==> src/rtl/ntt_pkg.sv <==
// rtl/ntt_pkg.sv - shared types and constants for the NTT skid buffer
//
// skid_state_t    : buffer occupancy state (EMPTY, BUSY, FULL)
// NTT_STALL_CNT_W : width of the optional stall counter

package ntt_pkg;

    typedef enum logic [1:0] {
        EMPTY = 2'd0,
        BUSY  = 2'd1,
        FULL  = 2'd2
    } skid_state_t;

    localparam int NTT_STALL_CNT_W = 16;

endpackage

==> src/rtl/ntt_en_reg.sv <==
// rtl/ntt_en_reg.sv - N-bit register with load enable and async active-low reset
//
// Ports:
//   clk : clock
//   rst : asynchronous active-low reset, clears q to 0
//   en  : load enable
//   d   : data in
//   q   : registered data out

module ntt_en_reg #(
    parameter int N = 2
) (
    input  logic         clk,
    input  logic         rst,
    input  logic         en,
    input  logic [N-1:0] d,
    output logic [N-1:0] q
);

    always_ff @(posedge clk or negedge rst) begin
        if (!rst) begin
            q <= '0;
        end else if (en) begin
            q <= d;
        end
    end

endmodule

==> src/rtl/ntt_skid_buffer.sv <==
// rtl/ntt_skid_buffer.sv - two-entry elastic valid/ready pipeline register
//
// Optional feature macro: NTT_SKID_STATS_EN (adds the stall_cnt port).
//
// Ports:
//   clk       : clock
//   rst       : asynchronous active-low reset
//   s_data    : upstream data
//   s_valid   : upstream word present
//   s_ready   : buffer can accept (registered)
//   m_data    : downstream data (registered, main register)
//   m_valid   : m_data holds a valid word (registered)
//   m_ready   : downstream accepts
//   stall_cnt : saturating count of cycles with m_valid && !m_ready
//               (NTT_SKID_STATS_EN only)

module ntt_skid_buffer
    import ntt_pkg::*;
#(
    parameter int N = 2
) (
    input  logic         clk,
    input  logic         rst,
    input  logic [N-1:0] s_data,
    input  logic         s_valid,
    output logic         s_ready,
    output logic [N-1:0] m_data,
    output logic         m_valid,
    input  logic         m_ready
`ifdef NTT_SKID_STATS_EN
    ,
    output logic [NTT_STALL_CNT_W-1:0] stall_cnt
`endif
);

    skid_state_t  state;
    skid_state_t  state_nxt;
    logic         in_xfer;
    logic         main_en;
    logic         skid_en;
    logic [N-1:0] main_d;
    logic [N-1:0] skid_q;

    // s_ready is zero in FULL and during the first cycle after reset, so
    // gating with it covers both cases where the input must be ignored.
    assign in_xfer = s_valid && s_ready;

    // When draining from FULL the skid word moves forward; otherwise the
    // main register only ever loads fresh upstream data.
    assign main_d = (state == FULL) ? skid_q : s_data;

    always_comb begin
        state_nxt = state;
        main_en   = 1'b0;
        skid_en   = 1'b0;
        case (state)
            EMPTY: begin
                if (in_xfer) begin
                    main_en   = 1'b1;
                    state_nxt = BUSY;
                end
            end
            BUSY: begin
                if (in_xfer && m_ready) begin
                    main_en = 1'b1;
                end else if (in_xfer) begin
                    skid_en   = 1'b1;
                    state_nxt = FULL;
                end else if (m_ready) begin
                    state_nxt = EMPTY;
                end
            end
            FULL: begin
                if (m_ready) begin
                    main_en   = 1'b1;
                    state_nxt = BUSY;
                end
            end
            default: begin
                state_nxt = EMPTY;
            end
        endcase
    end

    // Handshake outputs are decoded from the next state so they are plain
    // flops with no combinational path from m_ready.
    always_ff @(posedge clk or negedge rst) begin
        if (!rst) begin
            state   <= EMPTY;
            m_valid <= 1'b0;
            s_ready <= 1'b0;
        end else begin
            state   <= state_nxt;
            m_valid <= (state_nxt != EMPTY);
            s_ready <= (state_nxt != FULL);
        end
    end

    ntt_en_reg #(.N(N)) u_main_reg (
        .clk (clk),
        .rst (rst),
        .en  (main_en),
        .d   (main_d),
        .q   (m_data)
    );

    ntt_en_reg #(.N(N)) u_skid_reg (
        .clk (clk),
        .rst (rst),
        .en  (skid_en),
        .d   (s_data),
        .q   (skid_q)
    );

`ifdef NTT_SKID_STATS_EN
    always_ff @(posedge clk or negedge rst) begin
        if (!rst) begin
            stall_cnt <= '0;
        end else if (m_valid && !m_ready && (stall_cnt != '1)) begin
            stall_cnt <= stall_cnt + 1'b1;
        end
    end
`endif

endmodule

==> config.mk <==
export PLATFORM = sky130hd
export DESIGN_NAME = ntt_skid_buffer
export DESIGN_NICKNAME = d
export VERILOG_FILES = /design/src/rtl/ntt_pkg.sv /design/src/rtl/ntt_en_reg.sv /design/src/rtl/ntt_skid_buffer.sv
export SDC_FILE = /design/constraint.sdc
export NUM_CORES = 1
export LEC_CHECK = 0
export BUFFER_PORTS_ARGS = -buffer_cell sky130_fd_sc_hd__buf_2
export CORE_AREA = 5 5 42 44
export DETAILED_ROUTE_END_ITERATION = 8
export DIE_AREA = 0 0 47 49
export SETUP_SLACK_MARGIN = 0.3
export SYNTH_ARGS = -nofsm -noshare
export SYNTH_HDL_FRONTEND = slang
export SYNTH_SLANG_ARGS = --single-unit
==> constraint.sdc <==
create_clock -name clk -period 1.7 [get_ports clk]
set_clock_uncertainty 0.2 [all_clocks]
set_input_delay 0 -clock clk [delete_from_list [all_inputs] [get_ports clk]]
set_output_delay 0 -clock clk [all_outputs]
set_load 0.005 [all_outputs]
==> flow_results.org <==
** Yosys
- Most used standard cells in the synthesized netlist :: 8 x sky130_fd_sc_hd__dfrtp_1, 4 x sky130_fd_sc_hd__mux2_2, 2 x sky130_fd_sc_hd__a21oi_1, 2 x sky130_fd_sc_hd__inv_1, 2 x sky130_fd_sc_hd__o221ai_1
- Cell Area, Synth :: 370.4 um2
- Async set or reset register ratio after synthesis :: 100.0%
- Top cells by area in the synthesized netlist :: sky130_fd_sc_hd__dfrtp_1 54%, sky130_fd_sc_hd__mux2_2 12%, sky130_fd_sc_hd__o221ai_1 4.7%, sky130_fd_sc_hd__mux2_4 4.1%, sky130_fd_sc_hd__mux2_1 3.0%
- Cell taking the most area after synthesis :: sky130_fd_sc_hd__dfrtp_1
- The synthesized design contains 8 register bits.
- Synth Instances :: 29
- During synthesis, Yosys emitted a total of 0 warnings.
- Among all flip-flop cells after synthesis, the most frequent one is sky130_fd_sc_hd__dfrtp_1.
- Syn_nets :: 35
- Fraction of the yosys area taken by sequential cells :: 54.05%
- The synthesized design contains 0 enable-type register cells.
- Cell with the most instances after synthesis :: sky130_fd_sc_hd__dfrtp_1
- A synthesized cell averages 12.77 um2.
- The top cell type by area accounts for 54.05% of the synthesized area.
- Distinct cell type count of the synthesized netlist :: 16

** Routing
- Number of DRC markers after the initial detailed-route iteration :: 0
- In this run the remaining antenna-violating nets after routing total 0.
- Remaining routing DRC violations :: 0
- Dividing the detail-routed wire length by the instance count gives 12.51 um.
- Router iterations before antenna repair :: 1
- Per-cell via count in the routed design :: 4.791
- Wire length reported by the detailed router :: 838 um
- The routed layout has 321 vias.

** Clock network
- In this run the number of H-tree levels came out at 1.
- Number of buffers inserted during clock tree synthesis :: 3
- TritonCTS sink count :: 8
- Clock transition at the registers of the reported paths :: 0.06 ns
- The clock passes through at most 2 buffers.
- The clock reaches the later pin of the worst-skew pair after 0.26 ns.
- Root buffer cell :: sky130_fd_sc_hd__clkbuf_4
- Clock tree from TritonCTS :: done

** Setup path
- Required time of the worst setup path :: 1.63 ns
- Type of element capturing the critical path :: register
- Along the worst path, the maximum fanout reaches 6.
- By startpoint and endpoint, the worst setup path is classified as register to register.
- Data arrives at the worst endpoint at 1.43 ns.
- The worst setup path is launched from a register.

** Placed design
- Total instance count after detailed placement :: 54
- Port Buf Inserts :: 9
- Half-perimeter wire length after detailed placement :: 536.1 um
- Post-detailed-placement cell area :: 452.9 um2
- Weighted congestion at the end of routability-driven global placement :: 0.6867

** Power and ir drop
- The design draws 0.7923 mW.
- Max IR drop VDD :: 567.8 uV
- For this design the static power due to leakage is 0.2759 nW.
- For this design the ratio of total power to cell area is 1284 nW/um2.

** Worst hold path
- The min-delay analysis places its worst path in the category input port to register.

** STA
- Setup repair after global routing could not meet its margin everywhere.
- Share of the clock period used by the worst path :: 88.20%
- Final Hold Viols :: 0
- In this run the tightest slew margin relative to its limit is 74.96%.
- Setup violations remaining at the end of the flow were counted as 0.
- The worst path in the final design needs a cycle of 1.499 ns, including I/O delays and setup.
- At the pin with the least slew margin, the transition time is 0.3743 ns.
- Peak Freq :: 0.6670 GHz
- Setup Total Neg Slack :: 0 ns
- The total count of max-transition violations in the final report came to 0.

** Floorplanning
- Floorplan Core Area :: 1401 um2
- Starting Density :: 26.43%
- Number of primary I/O pins :: 10
- The floorplan step defined a die boundary enclosing 2303 um2.
- Die boundary width :: 47 um
- Die extent in y :: 49 um
- Number of cell rows :: 14

** Global routing
- Vias in the first global route :: 318
- GRT Resource Usage Total :: 8.606%
- Antenna violations before repair :: 0
- After global routing the overflow that remains totals 0.
- The first global-routing pass estimated 1.366 mm of wire.
- Largest net degree at the start of global routing :: 9

** Job
- Max capacitance violation total :: 0

** Finish
- Number of fill cells in the layout :: 138
- Final cell count without fillers :: 67
- Antenna diodes :: 0
- Fraction of layout cells with a size suffix above 1 :: 52.94%
- The area growth from synthesis to layout is 66.55%.
- The net count of the finished layout is 58.
- After routing the design area is 616.8 um2.

** Run status
- Status :: finished, final reports clean
where the power goes:
group / total [mW] / internal, mW / switching, mW / leakage, nW
sequential: 0.328 / 0.270 / 0.0576 / 0.0916
clock: 0.159 / 0.0900 / 0.0685 / 0.0150
combinational: 0.306 / 0.201 / 0.105 / 0.169
total: 0.792 / 0.562 / 0.231 / 0.276
critical path, cell delays in order, from the launching register on:
cell and delay (ns):
sky130_fd_sc_hd__dfrtp_2 0.46, sky130_fd_sc_hd__nand2b_4 0.14, sky130_fd_sc_hd__mux2_4 0.31, sky130_fd_sc_hd__mux2_2 0.26
layout by cell type (no fill, tap or decap), types with 2 or more instances in the layout:
master                          netlist  final
sky130_fd_sc_hd__dfrtp_2              0      2
sky130_fd_sc_hd__dfrtp_1              8      6
sky130_fd_sc_hd__mux2_2               4      3
sky130_fd_sc_hd__a21oi_1              2      2
sky130_fd_sc_hd__mux2_4               1      3
sky130_fd_sc_hd__dlygate4sd3_1        0      6
sky130_fd_sc_hd__clkbuf_4             0      3
sky130_fd_sc_hd__buf_4                0      2
sky130_fd_sc_hd__buf_2                0      9
sky130_fd_sc_hd__inv_1                2      2
area by class of cell:
type / instances / area [um2] / area share (%)
clock buffers: 4 / 26.28 / 4.260
inverters: 2 / 7.507 / 1.217
multi-input cells: 19 / 227.7 / 36.92
flip-flops and latches: 8 / 202.7 / 32.86
well taps: 16 / 20.02 / 3.245
repair buffers: 18 / 132.6 / 21.50
worst paths after layout:
| kind | slack [ns] | cells past startpoint | start | end |
|---|---|---|---|---|
| worst max-delay path | 0.20 | 3 | state[1] | u_main_reg.q[0] |
| worst min-delay path | 0.007 | 3 | m_ready | state[1] |
| worst max register to register | 0.20 | 3 | state[1] | u_main_reg.q[0] |
| worst min register to register | 0.30 | 1 | u_main_reg.q[1] | u_main_reg.q[1] |
| max in group asynchronous | 0.50 | 3 | rst | s_ready |
| min in group asynchronous | 0.51 | 3 | rst | state[0] |
kinds of logic after synthesis:
family / Yosys count / synth area share, %
buffers and inverters: 2 / 2.028
muxes: 6 / 19.25
and+or+nand+nor: 7 / 13.85
AOI/OAI and AO/OA: 6 / 10.81
DFF: 8 / 54.05
per-layer routing:
layer	share of wire [%]	track usage, %
met5	0	0
met4	3.5	8.295
met2	48	11.99
met1	42	9.524
met3	6.3	2.952
registers in the layout, summed over array words and instances (netlist names):
name          cells
state             2
u_main_reg.q      2
u_skid_reg.q      2
m_valid           1
s_ready           1
repair_timing:
item	4_1_cts	5_1_grt
pin swaps	0	1
gates cloned	0	0
endpoints found under the hold margin	16	0
resized for setup	5	4
buffers inserted	1	1
endpoints found under the setup margin	4	5
hold buffers	7	0
through the flow:
| step | hold slack (ns) | utilization [%] | worst slack, ns |
|---|---|---|---|
| finish | 0.006753 | 44.02 | 0.2007 |
| global route | 0.03604 | 44.02 | 0.1661 |
| CTS | 0.03810 | 42.23 | 0.2269 |
| detailed placement | -0.3499 | 32.32 | 0.2117 |
| global placement | -0.3509 | 32.32 | 0.2154 |
| floorplan | -0.4956 | - | 0.2756 |
No activity file was read; power rests on OpenSTA's default activity.
